File: src/rtl/gerador_nota_if.sv
// Note-command link between the song sequencer (master) and the tone generator (slave).
interface gerador_nota_if #(
    parameter int unsigned WIDTH = 28
);
    logic             ena;
    logic             load;
    logic [WIDTH-1:0] freq_in;
    logic [WIDTH-1:0] dur_in;
    logic             tone_out;
    logic             duracao;
    logic             note_done;

    modport master (
        output ena, load, freq_in, dur_in,
        input  tone_out, duracao, note_done
    );

    modport slave (
        input  ena, load, freq_in, dur_in,
        output tone_out, duracao, note_done
    );
endinterface

File: src/rtl/gerador_nota.sv
// Square-wave tone and note-duration generator fed by the song sequencer.
// Optional NOTE_GAP_EN macro adds a silent articulation tail of GAP_CYCLES to long notes.
module gerador_nota #(
    parameter int unsigned WIDTH = 28
`ifdef NOTE_GAP_EN
    ,
    parameter int unsigned GAP_CYCLES = 1_250_000
`endif
) (
    input  logic          clk,
    input  logic          rst_n,
    gerador_nota_if.slave bus
);

    typedef enum logic [1:0] {
        StIdle,
        StPlay
`ifdef NOTE_GAP_EN
        ,
        StGap
`endif
    } state_e;

    state_e           state_q, state_d;
    logic [WIDTH-1:0] freq_q, freq_d;
    logic [WIDTH-1:0] dur_cnt_q, dur_cnt_d;
    logic [WIDTH-1:0] tone_cnt_q, tone_cnt_d;
    logic             tone_q, tone_d;
    logic             done_q, done_d;
`ifdef NOTE_GAP_EN
    logic             gap_en_q, gap_en_d;
`endif

    always_ff @(posedge clk or negedge rst_n) begin
        if (!rst_n) begin
            state_q    <= StIdle;
            freq_q     <= '0;
            dur_cnt_q  <= '0;
            tone_cnt_q <= '0;
            tone_q     <= 1'b0;
            done_q     <= 1'b0;
`ifdef NOTE_GAP_EN
            gap_en_q   <= 1'b0;
`endif
        end else begin
            state_q    <= state_d;
            freq_q     <= freq_d;
            dur_cnt_q  <= dur_cnt_d;
            tone_cnt_q <= tone_cnt_d;
            tone_q     <= tone_d;
            done_q     <= done_d;
`ifdef NOTE_GAP_EN
            gap_en_q   <= gap_en_d;
`endif
        end
    end

    always_comb begin
        state_d    = state_q;
        freq_d     = freq_q;
        dur_cnt_d  = dur_cnt_q;
        tone_cnt_d = tone_cnt_q;
        tone_d     = tone_q;
        done_d     = 1'b0;
`ifdef NOTE_GAP_EN
        gap_en_d   = gap_en_q;
`endif

        unique case (state_q)
            StIdle: begin
                tone_d     = 1'b0;
                tone_cnt_d = '0;
            end
            StPlay: begin
                if (bus.ena) begin
                    if (dur_cnt_q == '0) begin
                        state_d = StIdle;
                        tone_d  = 1'b0;
                        done_d  = 1'b1;
                    end else begin
                        dur_cnt_d = dur_cnt_q - WIDTH'(1);
                        if (freq_q == '0) begin
                            tone_d     = 1'b0;
                            tone_cnt_d = '0;
                        end else if (tone_cnt_q == freq_q - WIDTH'(1)) begin
                            tone_cnt_d = '0;
                            tone_d     = ~tone_q;
                        end else begin
                            tone_cnt_d = tone_cnt_q + WIDTH'(1);
                        end
`ifdef NOTE_GAP_EN
                        // dur_cnt counts remaining cycles, so this leaves exactly GAP_CYCLES silent
                        if (gap_en_q && dur_cnt_q == WIDTH'(GAP_CYCLES)) begin
                            state_d    = StGap;
                            tone_d     = 1'b0;
                            tone_cnt_d = tone_cnt_q;
                        end
`endif
                    end
                end
            end
`ifdef NOTE_GAP_EN
            StGap: begin
                tone_d = 1'b0;
                if (bus.ena) begin
                    if (dur_cnt_q == '0) begin
                        state_d = StIdle;
                        done_d  = 1'b1;
                    end else begin
                        dur_cnt_d = dur_cnt_q - WIDTH'(1);
                    end
                end
            end
`endif
            default: state_d = StIdle;
        endcase

        // A load overrides everything above but keeps the done pulse of a note expiring now
        if (bus.load) begin
            freq_d     = bus.freq_in;
            tone_cnt_d = '0;
            tone_d     = 1'b0;
            if (bus.dur_in == '0) begin
                dur_cnt_d = '0;
                state_d   = StIdle;
                done_d    = 1'b1;
            end else begin
                dur_cnt_d = bus.dur_in - WIDTH'(1);
                state_d   = StPlay;
            end
`ifdef NOTE_GAP_EN
            gap_en_d = {1'b0, bus.dur_in} > (WIDTH + 1)'(2 * GAP_CYCLES);
`endif
        end
    end

    assign bus.tone_out  = tone_q;
    assign bus.duracao   = (state_q != StIdle);
    assign bus.note_done = done_q;

endmodule

File: src/flat_wrapper.sv
// flat-port wrapper written by rule: the top's interface ports become plain ports
module gerador_nota_flat 
#(
    parameter int unsigned WIDTH = 28

)
  (clk, rst_n, bus_ena, bus_load, bus_freq_in, bus_dur_in, bus_tone_out, bus_duracao, bus_note_done);
  gerador_nota_if #(.WIDTH(WIDTH)) bus_i ();
  input  logic clk;
  input  logic rst_n;
  input wire logic [$bits(bus_i.ena)-1:0] bus_ena;
  input wire logic [$bits(bus_i.load)-1:0] bus_load;
  input wire logic [$bits(bus_i.freq_in)-1:0] bus_freq_in;
  input wire logic [$bits(bus_i.dur_in)-1:0] bus_dur_in;
  output wire logic [$bits(bus_i.tone_out)-1:0] bus_tone_out;
  output wire logic [$bits(bus_i.duracao)-1:0] bus_duracao;
  output wire logic [$bits(bus_i.note_done)-1:0] bus_note_done;
  assign bus_i.ena = bus_ena;
  assign bus_i.load = bus_load;
  assign bus_i.freq_in = bus_freq_in;
  assign bus_i.dur_in = bus_dur_in;
  assign bus_tone_out = bus_i.tone_out;
  assign bus_duracao = bus_i.duracao;
  assign bus_note_done = bus_i.note_done;
  gerador_nota #(.WIDTH(WIDTH)) u_core (.clk(clk), .rst_n(rst_n), .bus(bus_i));
endmodule
File: config.mk
export PLATFORM = sky130hd
export DESIGN_NAME = gerador_nota_flat
export DESIGN_NICKNAME = d
export VERILOG_FILES = /design/src/rtl/gerador_nota_if.sv /design/src/rtl/gerador_nota.sv /design/src/flat_wrapper.sv
export SDC_FILE = /design/constraint.sdc
export NUM_CORES = 1
export LEC_CHECK = 0
export BUFFER_PORTS_ARGS = -buffer_cell sky130_fd_sc_hd__buf_2
export CAP_MARGIN = 20
export CORE_AREA = 2 2 102 104
export CTS_CLUSTER_SIZE = 28
export DETAILED_ROUTE_END_ITERATION = 12
export DIE_AREA = 0 0 104 106
export PLACE_DENSITY = 0.79
export SYNTH_ARGS = -nofsm -noshare
export SYNTH_HDL_FRONTEND = slang
export SYNTH_SLANG_ARGS = --single-unit
File: constraint.sdc
create_clock -name clk -period 4.1 [get_ports clk]
set_clock_uncertainty 0.15 [all_clocks]
set_input_delay 0.615 -clock clk [delete_from_list [all_inputs] [get_ports clk]]
set_output_delay 0.615 -clock clk [all_outputs]
set_load 0.02 [all_outputs]
## After elaboration in Yosys (flattened, before gate mapping)

Cells that the tools add are included.

- Bits of input ports: 60
- Memory bits (read-only): 0
- Register bits: 88
- Memories: 0
- Bits in latches: 0
- Bits in writable memories: 0

- Multiply operators: 0
- Bitwise operators: 1
- Reduce and logical (&&, ||, !) cells: 12
- Div/mod/pow operators: 0
- Equality and inequality tests: 8
- Muxes and demuxes: 27
- Magnitude comparators: 0
- Add/sub/neg operators: 4
- Shift-type cells: 0

Operators with widths:

| operator | count |
|---|---|
| 28-bit 2-to-1 mux | 10 |
| 28-bit zero test | 3 |
| 28-bit by 1-bit subtractor with 28-bit output (second input constant) | 3 |
| 28-bit case mux with 2 select lines | 1 |
| 28-bit by 1-bit adder with 28-bit output (second input constant) | 1 |
| 28-bit equality test | 1 |
| 3-bit AND reduction | 4 |
| 1-bit 2-to-1 mux | 11 |
| 2-bit 2-to-1 mux | 3 |
| 3-bit != test (second input constant) | 2 |
| 2-bit nonzero test | 3 |
| 5-bit by 2-bit != test with 1-bit output (second input constant) | 1 |
| 2-bit != test (second input constant) | 2 |
| 2-bit case mux with 2 select lines | 1 |
| 3-bit by 2-bit != test with 1-bit output (second input constant) | 1 |
| 3-bit nonzero test | 1 |
| 2-bit by 1-bit equality test with 1-bit output (second input constant) | 1 |
| 2-bit zero test | 1 |
| 1-bit case mux with 2 select lines | 1 |
| 1-bit inverter | 1 |

## Logic depth before layout (Yosys ltp)

- Word-level depth: 8
- Mapped depth: 13
- Gate-level depth less buffers: 11

## Worst setup path after synthesis

No wires, ideal clock.

- Kind: register to register
- Start point: register u_core.freq_q[16]
- End point: register u_core.tone_q, in the netlist u_core.bus.tone_out
- Arrival: 2.903 ns
- Path buffers: 1
- Cell stages (with the launch flop): 11
- Period minus slack after synthesis: 3.122 ns
- Library setup time: 0.069 ns
- Setup slack: 0.978 ns
- Required time: 3.881 ns
- Cells stage by stage: dfrtp_1 > or4_4 > or2_1 > buf_2 > nor3_1 > nand2_1 > xnor2_1 > nor4_4 > nand4_4 > or4_1 > nand3_1

- Longest elaborated chain between the ends: 6
- Elaborated cells on any way between the ends: 10
- Those cells by class: 1 x add/sub; 2 x eq/ne; 5 x mux; 2 x reduce/logical

RTL lines:

| what | line | source |
|---|---|---|
| start, declared | gerador_nota.sv:25 | `logic [WIDTH-1:0] freq_q, freq_d;` |
| start signal, assigned | gerador_nota.sv:47 | `freq_q <= freq_d;` |
| branches (longest 6 deep; another with 28-bit by 1-bit subtractor with 28-bit output) | n/a |  |
| end signal, assigned | gerador_nota.sv:50 | `tone_q <= tone_d;` |
| end, declared | gerador_nota.sv:28 | `logic tone_q, tone_d;` |

Several ways; the timed one is not identified. The select of a mux whose other input is x is not followed.
A chain may end at the register's enable or synchronous reset.

## Final worst setup path

- Start point: register u_core.dur_cnt_q[16]
- End point: register u_core.tone_cnt_q[23]

- Longest elaborated chain between the ends: 3

RTL lines:

| what | line | source |
|---|---|---|
| start, declared | gerador_nota.sv:26 | `logic [WIDTH-1:0] dur_cnt_q, dur_cnt_d;` |
| start signal, assigned | gerador_nota.sv:48 | `dur_cnt_q <= dur_cnt_d;` |
| 28-bit zero test | gerador_nota.sv:76 | `if (dur_cnt_q == '0) begin` |
| 3-bit != test (no source line) | n/a |  |
| 3-bit AND reduction (no source line) | n/a |  |
| end signal, assigned | gerador_nota.sv:49 | `tone_cnt_q <= tone_cnt_d;` |
| end, declared | gerador_nota.sv:27 | `logic [WIDTH-1:0] tone_cnt_q, tone_cnt_d;` |

No other way between the ends.

==> qor.csv <==
stage,metric,value,unit
power_and_ir_drop,swShare,31.4,%
setup_path,required,4.20,ns
power_and_ir_drop,max-vdd-ir-drop,0.161,mV
global_route,overflow,0,
logic_synthesis,ys_warn_count,0,
floorplan,num_rows,37,
logic_synthesis,yosysTopAreaCell,dfrtp_1,
setup_path,slowest_delay,0.64,ns
clock_network,postCtsSetupBuffers,0,
logic_synthesis,synth.top_cell.area_share,37.7,%
logic_synthesis,synth.avg_cell_area,8.80,um2
setup_path,rrSetupSlack,0.62,ns
power_and_ir_drop,combPwrFrac,18.6,%
placed_design,portBuffers,62,
logic_synthesis,syn_inst,656,
power_and_ir_drop,power_frac_clock,28.4,%
flow_run,drv_cap,0,
sta,setup_tns,0,ns
layout,fill_cells,872,
detailed_routing,vias,5038,
setup_path,startpoint_type,flip-flop,
detailed_routing,drt-initial-drc-count,275,
logic_synthesis,yosys_register_bits,87,
global_route,grt_pass1_vias,5037,
detailed_routing,dr.pass1.iters,5,
clock_network,clockBufferDepth,2,
detailed_routing,wl_met3,653,um
placed_design,dp.cells,838,
power_and_ir_drop,power.density,295,mW/mm2
global_route,antenna_found_initial,1,
sta,max-slew-margin-rel,34.4,%
setup_path,ff2ff_path_depth,9,
global_route,grt_pass1_wl,23500,um
clock_network,clk_latency,0.37,ns
layout,n_antenna_cell,0,
power_and_ir_drop,leakagePower,2.51,nW
logic_synthesis,synthArstFlopShare,100,%
clock_network,clkTransAtPathRegs,0.09,ns
power_and_ir_drop,p_seq_share,53.0,%
setup_path,cp-end-kind,flip-flop,
logic_synthesis,synth_area,0.00577,mm2
setup_path,r2r-end,u_core.tone_cnt_q[23],
sta,fmax,287,MHz
detailed_routing,ant_nets,0,
setup_path,crit_path_cell_trace,"nor4_1, nor2b_1, nand4_1, or4_1, a21oi_2, or3_1, nor3_1, xnor2_1, nor2_1",
sta,finalSetupViolCount,0,
placed_design,place_congestion,0.938,
detailed_routing,drc_errors,0,
setup_path,crit_arrival,3.58,ns
power_and_ir_drop,intPower,1.29,mW
logic_synthesis,synth_area_leaders,"dfrtp_1 38%, xnor2_1 9.6%, nor2_1 5.9%",
detailed_routing,vias_per_cell,5.90,
logic_synthesis,ys_seq_area_share,37.7,%
layout,area_growth,10.6,%
sta,fin_crit_sh,84.9,%
logic_synthesis,synth-edff-count,0,
clock_network,hold_buffers,0,
power_and_ir_drop,p_sw,0.592,mW
setup_path,reg2reg_from,u_core.dur_cnt_q[16],
sta,fin_crit,3.48,ns
detailed_routing,drt-total-wl,13800,um
floorplan,start_util,57.7,%
floorplan,die_w,104,um
setup_path,crit_type,flip-flop to flip-flop,
floorplan,coreArea,0.0100,mm2
clock_network,cts_tree,built,
clock_network,cts_resized,0,
detailed_routing,drt-met1-wl,5800,um
logic_synthesis,synth.net_count,720,
clock_network,cts_made_buffers,9,
setup_path,cp_slowest_cell,nor4_1,
sta,hold_viol_final,0,
sta,rsz0062_at_grt,false,
floorplan,die_area,0.0110,mm2
logic_synthesis,ys_types,59,
sta,slew_violations,0,
sta,worst_slew_pin_slew,0.983,ns
clock_network,cts.sinks,87,
detailed_routing,route.met2.wl,7080,um
detailed_routing,post_drt_wl_per_cell,16.2,um
setup_path,crit_fanout,10,
layout,layout-drive-gt1-share,18.0,%
global_route,grt_usage,26.2,%
clock_network,ctsHtreeMaxLevel,3,
floorplan,num_io_pins,63,
detailed_routing,dr.max_layer_used,met5,
logic_synthesis,yosys_most_used_dff,dfrtp_1,
global_route,grt_max_degree,78,
min_path,worstHoldPathType,input port to asynchronous set/reset pin,
clock_network,root_buffer,clkbuf_8,
placed_design,dpl.hpwl,10200,um
floorplan,die_h,106,um
outcome,status,"finished, final reports clean",
layout,nets,777,
layout,final_cells,854,
state kept, by name, summed over array words and instances, names as in the netlist:
signal and cells:
u_core.tone_cnt_q 28, u_core.freq_q 28, u_core.bus.note_done 1, u_core.state_q 1
u_core.bus.tone_out 1, u_core.dur_cnt_q 28
layout by cell type (no fill, tap or decap), types with 11 or more instances in the layout:
master | synthesis | routed
buf_2 | 6 | 61
nand3_1 | 26 | 26
xnor2_1 | 63 | 63
nand2_1 | 60 | 60
nor4_1 | 12 | 12
o21ai_0 | 14 | 14
a31oi_1 | 11 | 11
dfrtp_1 | 87 | 87
o22ai_1 | 17 | 17
a21oi_1 | 22 | 22
xor2_1 | 32 | 32
inv_1 | 20 | 20
mux2_2 | 24 | 24
or3_1 | 11 | 11
nor3_1 | 24 | 24
nor2_1 | 90 | 90
nand4_1 | 13 | 13
critical path, delay by kind of cell (launching register included):
family | cells | cell delay, ns
AND/OR/NAND/NOR | 7 | 2.18
XOR/XNOR | 1 | 0.14
AO/OA/AOI/OAI | 1 | 0.47
flip-flops | 1 | 0.42
routing by layer:
layer / vias to the layer above / global-route usage (%)
met5: - / 0
met4: 2 / 10.1
met3: 22 / 4.29
met2: 150 / 46.7
met1: 2427 / 31.9
li1: 2437 / -
power groups by stage:
stage	sequential [mW]	combinational, mW	clock, mW
CTS	0.997	0.350	0.540
floorplan	0.989	0.245	0
global route	1.01	0.391	0.575
finish	0.999	0.350	0.534
detailed placement	1.01	0.347	0
global placement	1.01	0.336	0
cell type report:
type	count	area (um2)	share of cell area, %
tap	136	170	2.67
clock inverter	6	37.5	0.588
inverter	20	75.1	1.18
clock buffer	10	128	2.00
timing repair buffer	70	373	5.84
sequential	87	2180	34.1
multi-input combinational	525	3420	53.6
worst max path at each step:
stage | start | end | slack [ns] | depth (start not counted)
4_1_cts | u_core.dur_cnt_q[16] | u_core.tone_cnt_q[25] | 0.65 | 9
2_1_floorplan | u_core.freq_q[16] | u_core.bus.tone_out | 0.98 | 10
6_report | u_core.dur_cnt_q[16] | u_core.tone_cnt_q[23] | 0.62 | 9
3_5_place_dp | u_core.freq_q[0] | u_core.bus.tone_out | 0.70 | 11
3_3_place_gp | u_core.freq_q[0] | u_core.bus.tone_out | 0.76 | 11
5_1_grt | u_core.freq_q[0] | u_core.bus.tone_out | 0.39 | 11
Yosys cell counts, types with 4 or more instances:
library cell,number
buf_2,6
ha_1,4
or3_1,11
nand4_1,13
and2_1,4
nor2b_1,7
o21ai_1,4
nand3b_1,4
nor4_2,8
mux2_2,24
a21oi_1,22
and3_1,7
nand2b_1,6
nand2_1,60
nand3_1,26
nor2_1,90
xnor2_1,63
inv_1,20
a31oi_1,11
xor2_1,32
o22ai_1,17
clkbuf_1,18
o21ai_0,14
or4_1,8
dfrtp_1,87
nor4_1,12
nor3_1,24
metrics by stage:
stage / power (mW) / utilization [%] / worst slack [ns] / hold WS [ns] / instance area (um2)
after CTS: 1.89 / 63.8 / 0.652 / 0.283 / 6380
final: 1.88 / 63.8 / 0.620 / 0.253 / 6380
after detailed placement: 1.36 / 62.2 / 0.699 / 0.353 / 6220
after floorplan: 1.23 / - / 0.978 / 0.169 / 5770
after global routing: 1.97 / 63.8 / 0.390 / 0.315 / 6380
after global placement: 1.35 / 62.2 / 0.764 / 0.341 / 6220
kinds of logic (layout without fill, tap and decap cells):
logic type,count (synthesis),in the layout,synth area share (%)
adders and majority gates,4,4,0.867
muxes,28,28,5.40
xor gates and xnor gates,95,95,14.4
buffers and inverters,44,106,2.99
AOI/OAI and AO/OA,96,96,10.7
DFF,87,87,37.7
and+or+nand+nor,302,302,27.9
No activity file was read; power rests on OpenSTA's default activity.
